### src/rtl/approx_adder_error_monitor.sv
// Exhaustive sweep driver and error monitor for a combinational approximate adder.
// Applies every input vector once, compares against the exact sum and accumulates error metrics.
module approx_adder_error_monitor #(
    parameter int IN_BITS  = 4,
    parameter int OUT_BITS = 3,
    parameter int ET       = 3
) (
    input  logic                         clk,
    input  logic                         rst,
    input  logic                         start,
    output logic [IN_BITS-1:0]           dut_in,
    input  logic [OUT_BITS-1:0]          dut_out,
    output logic                         busy,
    output logic                         done,
    output logic                         pass,
    output logic [OUT_BITS-1:0]          max_err,
    output logic [IN_BITS:0]             err_count,
    output logic [IN_BITS+OUT_BITS-1:0]  err_sum,
    output logic [IN_BITS-1:0]           first_fail,
    output logic                         any_fail
);

    localparam int          OP_BITS = IN_BITS / 2;
    localparam int          SUM_W   = IN_BITS + OUT_BITS;
    localparam logic [31:0] ET_U    = 32'(ET);

    typedef enum logic [1:0] {
        ST_IDLE,
        ST_RUN,
        ST_DONE
    } state_t;

    state_t                  state_q, state_d;
    logic [IN_BITS-1:0]      vec_q, vec_d;
    logic [OUT_BITS-1:0]     max_err_q, max_err_d;
    logic [IN_BITS:0]        err_count_q, err_count_d;
    logic [SUM_W-1:0]        err_sum_q, err_sum_d;
    logic [IN_BITS-1:0]      first_fail_q, first_fail_d;
    logic                    any_fail_q, any_fail_d;
    logic                    pass_q, pass_d;

    logic [OP_BITS-1:0]      op_a, op_b;
    logic [OUT_BITS:0]       exact_w, approx_w, diff_w;
    logic [OUT_BITS-1:0]     err_w;

    // Error of the current vector against the combinational DUT response.
    always_comb begin
        op_a     = vec_q[OP_BITS-1:0];
        op_b     = vec_q[IN_BITS-1:OP_BITS];
        exact_w  = (OUT_BITS+1)'(op_a) + (OUT_BITS+1)'(op_b);
        approx_w = {1'b0, dut_out};
        diff_w   = (approx_w >= exact_w) ? (approx_w - exact_w) : (exact_w - approx_w);
        err_w    = diff_w[OUT_BITS-1:0];
    end

    // NOTE: every next-state variable takes its held value first, so no path
    // through the case below can leave one unassigned and infer a latch.
    always_comb begin
        state_d      = state_q;
        vec_d        = vec_q;
        max_err_d    = max_err_q;
        err_count_d  = err_count_q;
        err_sum_d    = err_sum_q;
        first_fail_d = first_fail_q;
        any_fail_d   = any_fail_q;
        pass_d       = pass_q;

        case (state_q)
            ST_IDLE, ST_DONE: begin
                if (start) begin
                    state_d      = ST_RUN;
                    vec_d        = '0;
                    max_err_d    = '0;
                    err_count_d  = '0;
                    err_sum_d    = '0;
                    first_fail_d = '0;
                    any_fail_d   = 1'b0;
                    pass_d       = 1'b0;
                end else begin
                    state_d = ST_IDLE;
                end
            end

            ST_RUN: begin
                if (err_w > max_err_q) begin
                    max_err_d = err_w;
                end
                if (err_w != '0) begin
                    err_count_d = err_count_q + (IN_BITS+1)'(1);
                    err_sum_d   = err_sum_q + SUM_W'(err_w);
                    if (!any_fail_q) begin
                        any_fail_d   = 1'b1;
                        first_fail_d = vec_q;
                    end
                end
                // The verdict uses the metric already updated with the last vector.
                if (vec_q == '1) begin
                    state_d = ST_DONE;
                    pass_d  = ({{(32-OUT_BITS){1'b0}}, max_err_d} <= ET_U);
                end else begin
                    vec_d = vec_q + IN_BITS'(1);
                end
            end

            default: state_d = ST_IDLE;
        endcase
    end

    // NOTE: sequential state uses non-blocking assignments only, so every
    // register samples the pre-edge values computed above.
    always_ff @(posedge clk or posedge rst) begin
        if (rst) begin
            state_q      <= ST_IDLE;
            vec_q        <= '0;
            max_err_q    <= '0;
            err_count_q  <= '0;
            err_sum_q    <= '0;
            first_fail_q <= '0;
            any_fail_q   <= 1'b0;
            pass_q       <= 1'b0;
        end else begin
            state_q      <= state_d;
            vec_q        <= vec_d;
            max_err_q    <= max_err_d;
            err_count_q  <= err_count_d;
            err_sum_q    <= err_sum_d;
            first_fail_q <= first_fail_d;
            any_fail_q   <= any_fail_d;
            pass_q       <= pass_d;
        end
    end

    assign dut_in     = (state_q == ST_RUN) ? vec_q : '0;
    assign busy       = (state_q == ST_RUN);
    assign done       = (state_q == ST_DONE);
    assign pass       = pass_q;
    assign max_err    = max_err_q;
    assign err_count  = err_count_q;
    assign err_sum    = err_sum_q;
    assign first_fail = first_fail_q;
    assign any_fail   = any_fail_q;

endmodule

### config.mk
export PLATFORM = sky130hd
export DESIGN_NAME = approx_adder_error_monitor
export DESIGN_NICKNAME = d
export VERILOG_FILES = /design/src/rtl/approx_adder_error_monitor.sv
export SDC_FILE = /design/constraint.sdc
export NUM_CORES = 1
export LEC_CHECK = 0
export CORE_MARGIN = 2
export CORE_UTILIZATION = 55
export CTS_CLUSTER_DIAMETER = 120
export DETAILED_ROUTE_END_ITERATION = 8
export GPL_TIMING_DRIVEN = 0
export HOLD_SLACK_MARGIN = 0.03
export PLACE_DENSITY_LB_ADDON = 0.1
export SLEW_MARGIN = 20
export SYNTH_ARGS = -nofsm -noshare
export SYNTH_HDL_FRONTEND = slang
export SYNTH_SLANG_ARGS = --single-unit
### constraint.sdc
create_clock -name clk -period 5.9 [get_ports clk]
set_clock_uncertainty 0.15 [all_clocks]
set_input_delay 1.18 -clock clk [delete_from_list [all_inputs] [get_ports clk]]
set_output_delay 1.18 -clock clk [all_outputs]
set_load 0.02 [all_outputs]
==> impl_metrics.toml <==
[yosys]
synth_edf_count = 0
synthArstFlopShare_pct = 100
ys_ff_latch = 27
synth_top_family_by_area = "simple AND/OR/NAND/NOR gates"
synth_cell_types = 35
synth_mux_area_share_pct = 4.74
avgSynthCellArea_um2 = 9.78
yosys-top-cells-area = "dfrtp_1 (39%), ha_1 (12%), nand2_1 (5.6%)"
ys_seq_area_share_pct = 38.8
syn_area_mm2 = 0.00174
synth_compound_area_share_pct = 13.9
synthSimpleGateAreaFrac_pct = 19.6
netlist.area_leader.share_pct = 38.8
ys_warn_count = 0
syn-num-nets = 204
synth_xor_area_share_pct = 1.51
yosys.area_share.adder_pct = 16.1
synth_area_leader_cell = "dfrtp_1"
synth_cells = 178
synthFlopType = "dfrtp_1"

[die]
chipHeight_um = 60.3
start_util_pct = 57.5
dieArea_mm2 = 0.00363
rows = 20
core_area_mm2 = 0.00303
ioPinCount = 33
fp.dieW_um = 60.3

[grt]
met1_usage_pct = 28.0
grt_util_all_layers_pct = 22.2
top_usage_layer = "met2"
antenna_found_initial = 0
grtUsageMet3_pct = 2.16
grt_pass1_wl_um = 6200
grt.overflow.total = 0
grt_use_met2_pct = 39.1
grt_pass1_vias = 1430
grt_max_degree = 28

[clock_network]
post_cts_buffers = 0
ctsResizeCount = 0
cts.sinks = 27
cts_buffers = 3
holdBufCountCts = 0
cts_max_path_buffers = 2
cts.clk_slew.worst_paths_ns = 0.16
clk_latency_ns = 0.33
cts_tree = "built"
cts-root-buf = "clkbuf_4"
cts_max_level = 1

[detailed_routing]
drt-total-wl_um = 3640
vias = 1422
drt_iter0_drc = 56
drc = 0
dr.pass1.iters = 4
ant_nets = 0
wl_per_cell_um = 14.1
vias_per_cell = 5.51

[sta]
hold_viol_final = 0
fin_setup_tns_ns = 0
fmax_ghz = 0.237
layout_min_cycle_time_ns = 4.23
timing.final.crit_share_pct = 71.7
rsz0062_at_grt = "no"
tightest_slew_ns = 0.974
finalMaxSlewViolations = 0
postLayoutSetupSlackWorst_ns = 1.67
max-slew-margin-rel_pct = 34.7
setup_viol = 0

[cells_and_area]
fin_nets = 241
final_cell_mix = "clkdlybuf4s50_1 (32), dfrtp_1 (27), nand2_1 (26), ha_1 (16), nand3_1 (13)"
diodes = 0
multi_input_area_um2 = 972
fillCellCount = 238
final_area_mm2 = 0.00215
area_growth_pct = 23.3
final_layout_size_suffix_gt1_share_pct = 7.01
final_common_cell = "clkdlybuf4s50_1"
finalCoreUtilization_pct = 70.9
seq_area_um2 = 676

[critical_path]
critPathSlowestCell = "mux2i_1"
critPathMaxStageDelay_ns = 0.59
path_cells = "clkdlybuf4s50_1 > inv_1 > ha_1 > nand2_1 > o21ai_0 > mux2i_1 > ha_1 > nor2b_1 > o21ai_0 > a32oi_1 > and2_1 > clkbuf_1 > o31ai_1"
cp.arrival_ns = 4.33
critPathRequiredTime_ns = 6.00
end_kind = "flip-flop"
worstSetupPathType = "primary input to flip-flop"
crit_path_start_kind = "primary input"
cp_max_fo = 5

[place]
preCtsSetupSlack_ns = 1.32
hpwl_um = 2890
gp_congestion = 0.807
port_buffers = 32
dpl_cell_area_mm2 = 0.00212

[flow_run]
maxCapViolCount = 0

[status]
status = "finished clean"

[min_path]
hp-class = "flip-flop to flip-flop"
[flip-flops by register name, summed over array words and instances, names as in the netlist]
register and count:
first_fail 4, any_fail 1, err_count 5, err_sum 7, state_q 2, max_err 3
pass 1, vec_q 4
[per-stage QoR]
| step | std cells | hold WS (ns) |
|---|---|---|
| after floorplan | 178 | 0.373 |
| after CTS | 258 | 0.349 |
| final | 258 | 0.348 |
| after detailed placement | 254 | 0.330 |
| after global placement | 254 | 0.311 |
| after global routing | 258 | 0.377 |
[logic make-up after synthesis]
kind of cell	Yosys count
flip-flops	27
adder cells (fa/ha/maj)	20
XOR/XNOR	3
AO/OA/AOI/OAI	31
multiplexers	8
AND/OR/NAND/NOR	69
buffers and inverters	20
[worst max-delay path: cells and delay by family]
family | cells | cell delay [ns]
compound gates | 4 | 0.72
buf+inv | 3 | 0.78
simple gates | 3 | 0.37
fa+ha+maj | 2 | 0.67
mux | 1 | 0.59
[cell usage after synthesis (2+ instances only)]
| cell | instances |
|---|---|
| buf_6 | 2 |
| o211ai_1 | 9 |
| nor2b_1 | 6 |
| nand2_1 | 26 |
| o31ai_1 | 5 |
| ha_1 | 16 |
| buf_2 | 2 |
| xor2_1 | 2 |
| or4_1 | 3 |
| a22o_1 | 4 |
| nor2_1 | 9 |
| mux2_2 | 2 |
| mux2i_1 | 6 |
| and2_1 | 4 |
| a21o_1 | 4 |
| nand3_1 | 13 |
| clkbuf_1 | 3 |
| dfrtp_1 | 27 |
| fa_1 | 4 |
| o21ai_0 | 4 |
| nand2b_1 | 2 |
| inv_1 | 12 |
[per-layer routing]
| metal | part of all wire (%) | wire (µm) | vias up |
|---|---|---|---|
| met5 | 0 | 0 | - |
| met3 | 4.3 | 155 | 2 |
| met2 | 52 | 1900 | 32 |
| met4 | 0.52 | 19 | 0 |
| li1 | - | - | 693 |
| met1 | 43 | 1570 | 695 |
[layout make-up]
type,count,share of cell area [%]
repair buffers,32,14.9
flip-flops and latches,27,31.5
clock buffers,3,1.05
plain buffers,7,2.04
inverters,13,2.27
well taps,44,2.57
multi-input cells,131,45.3
clock inverters,1,0.350
[worst paths after layout]
path                             from    endpoint  slack (ns)  depth (start not counted)
setup / recovery           dut_out[1]  max_err[2]        1.67                         13
hold / removal             err_sum[6]  err_sum[6]        0.35                          1
setup reg to reg             vec_q[0]  max_err[2]        1.82                         15
hold reg to reg            err_sum[6]  err_sum[6]        0.35                          1
max in group asynchronous         rst  max_err[1]        4.06                          2
min in group asynchronous         rst    vec_q[3]        1.09                          2
Power is left out: the tool's default activity adds up to more than one toggle a clock period on the data nets, which glitch-free logic cannot reach.
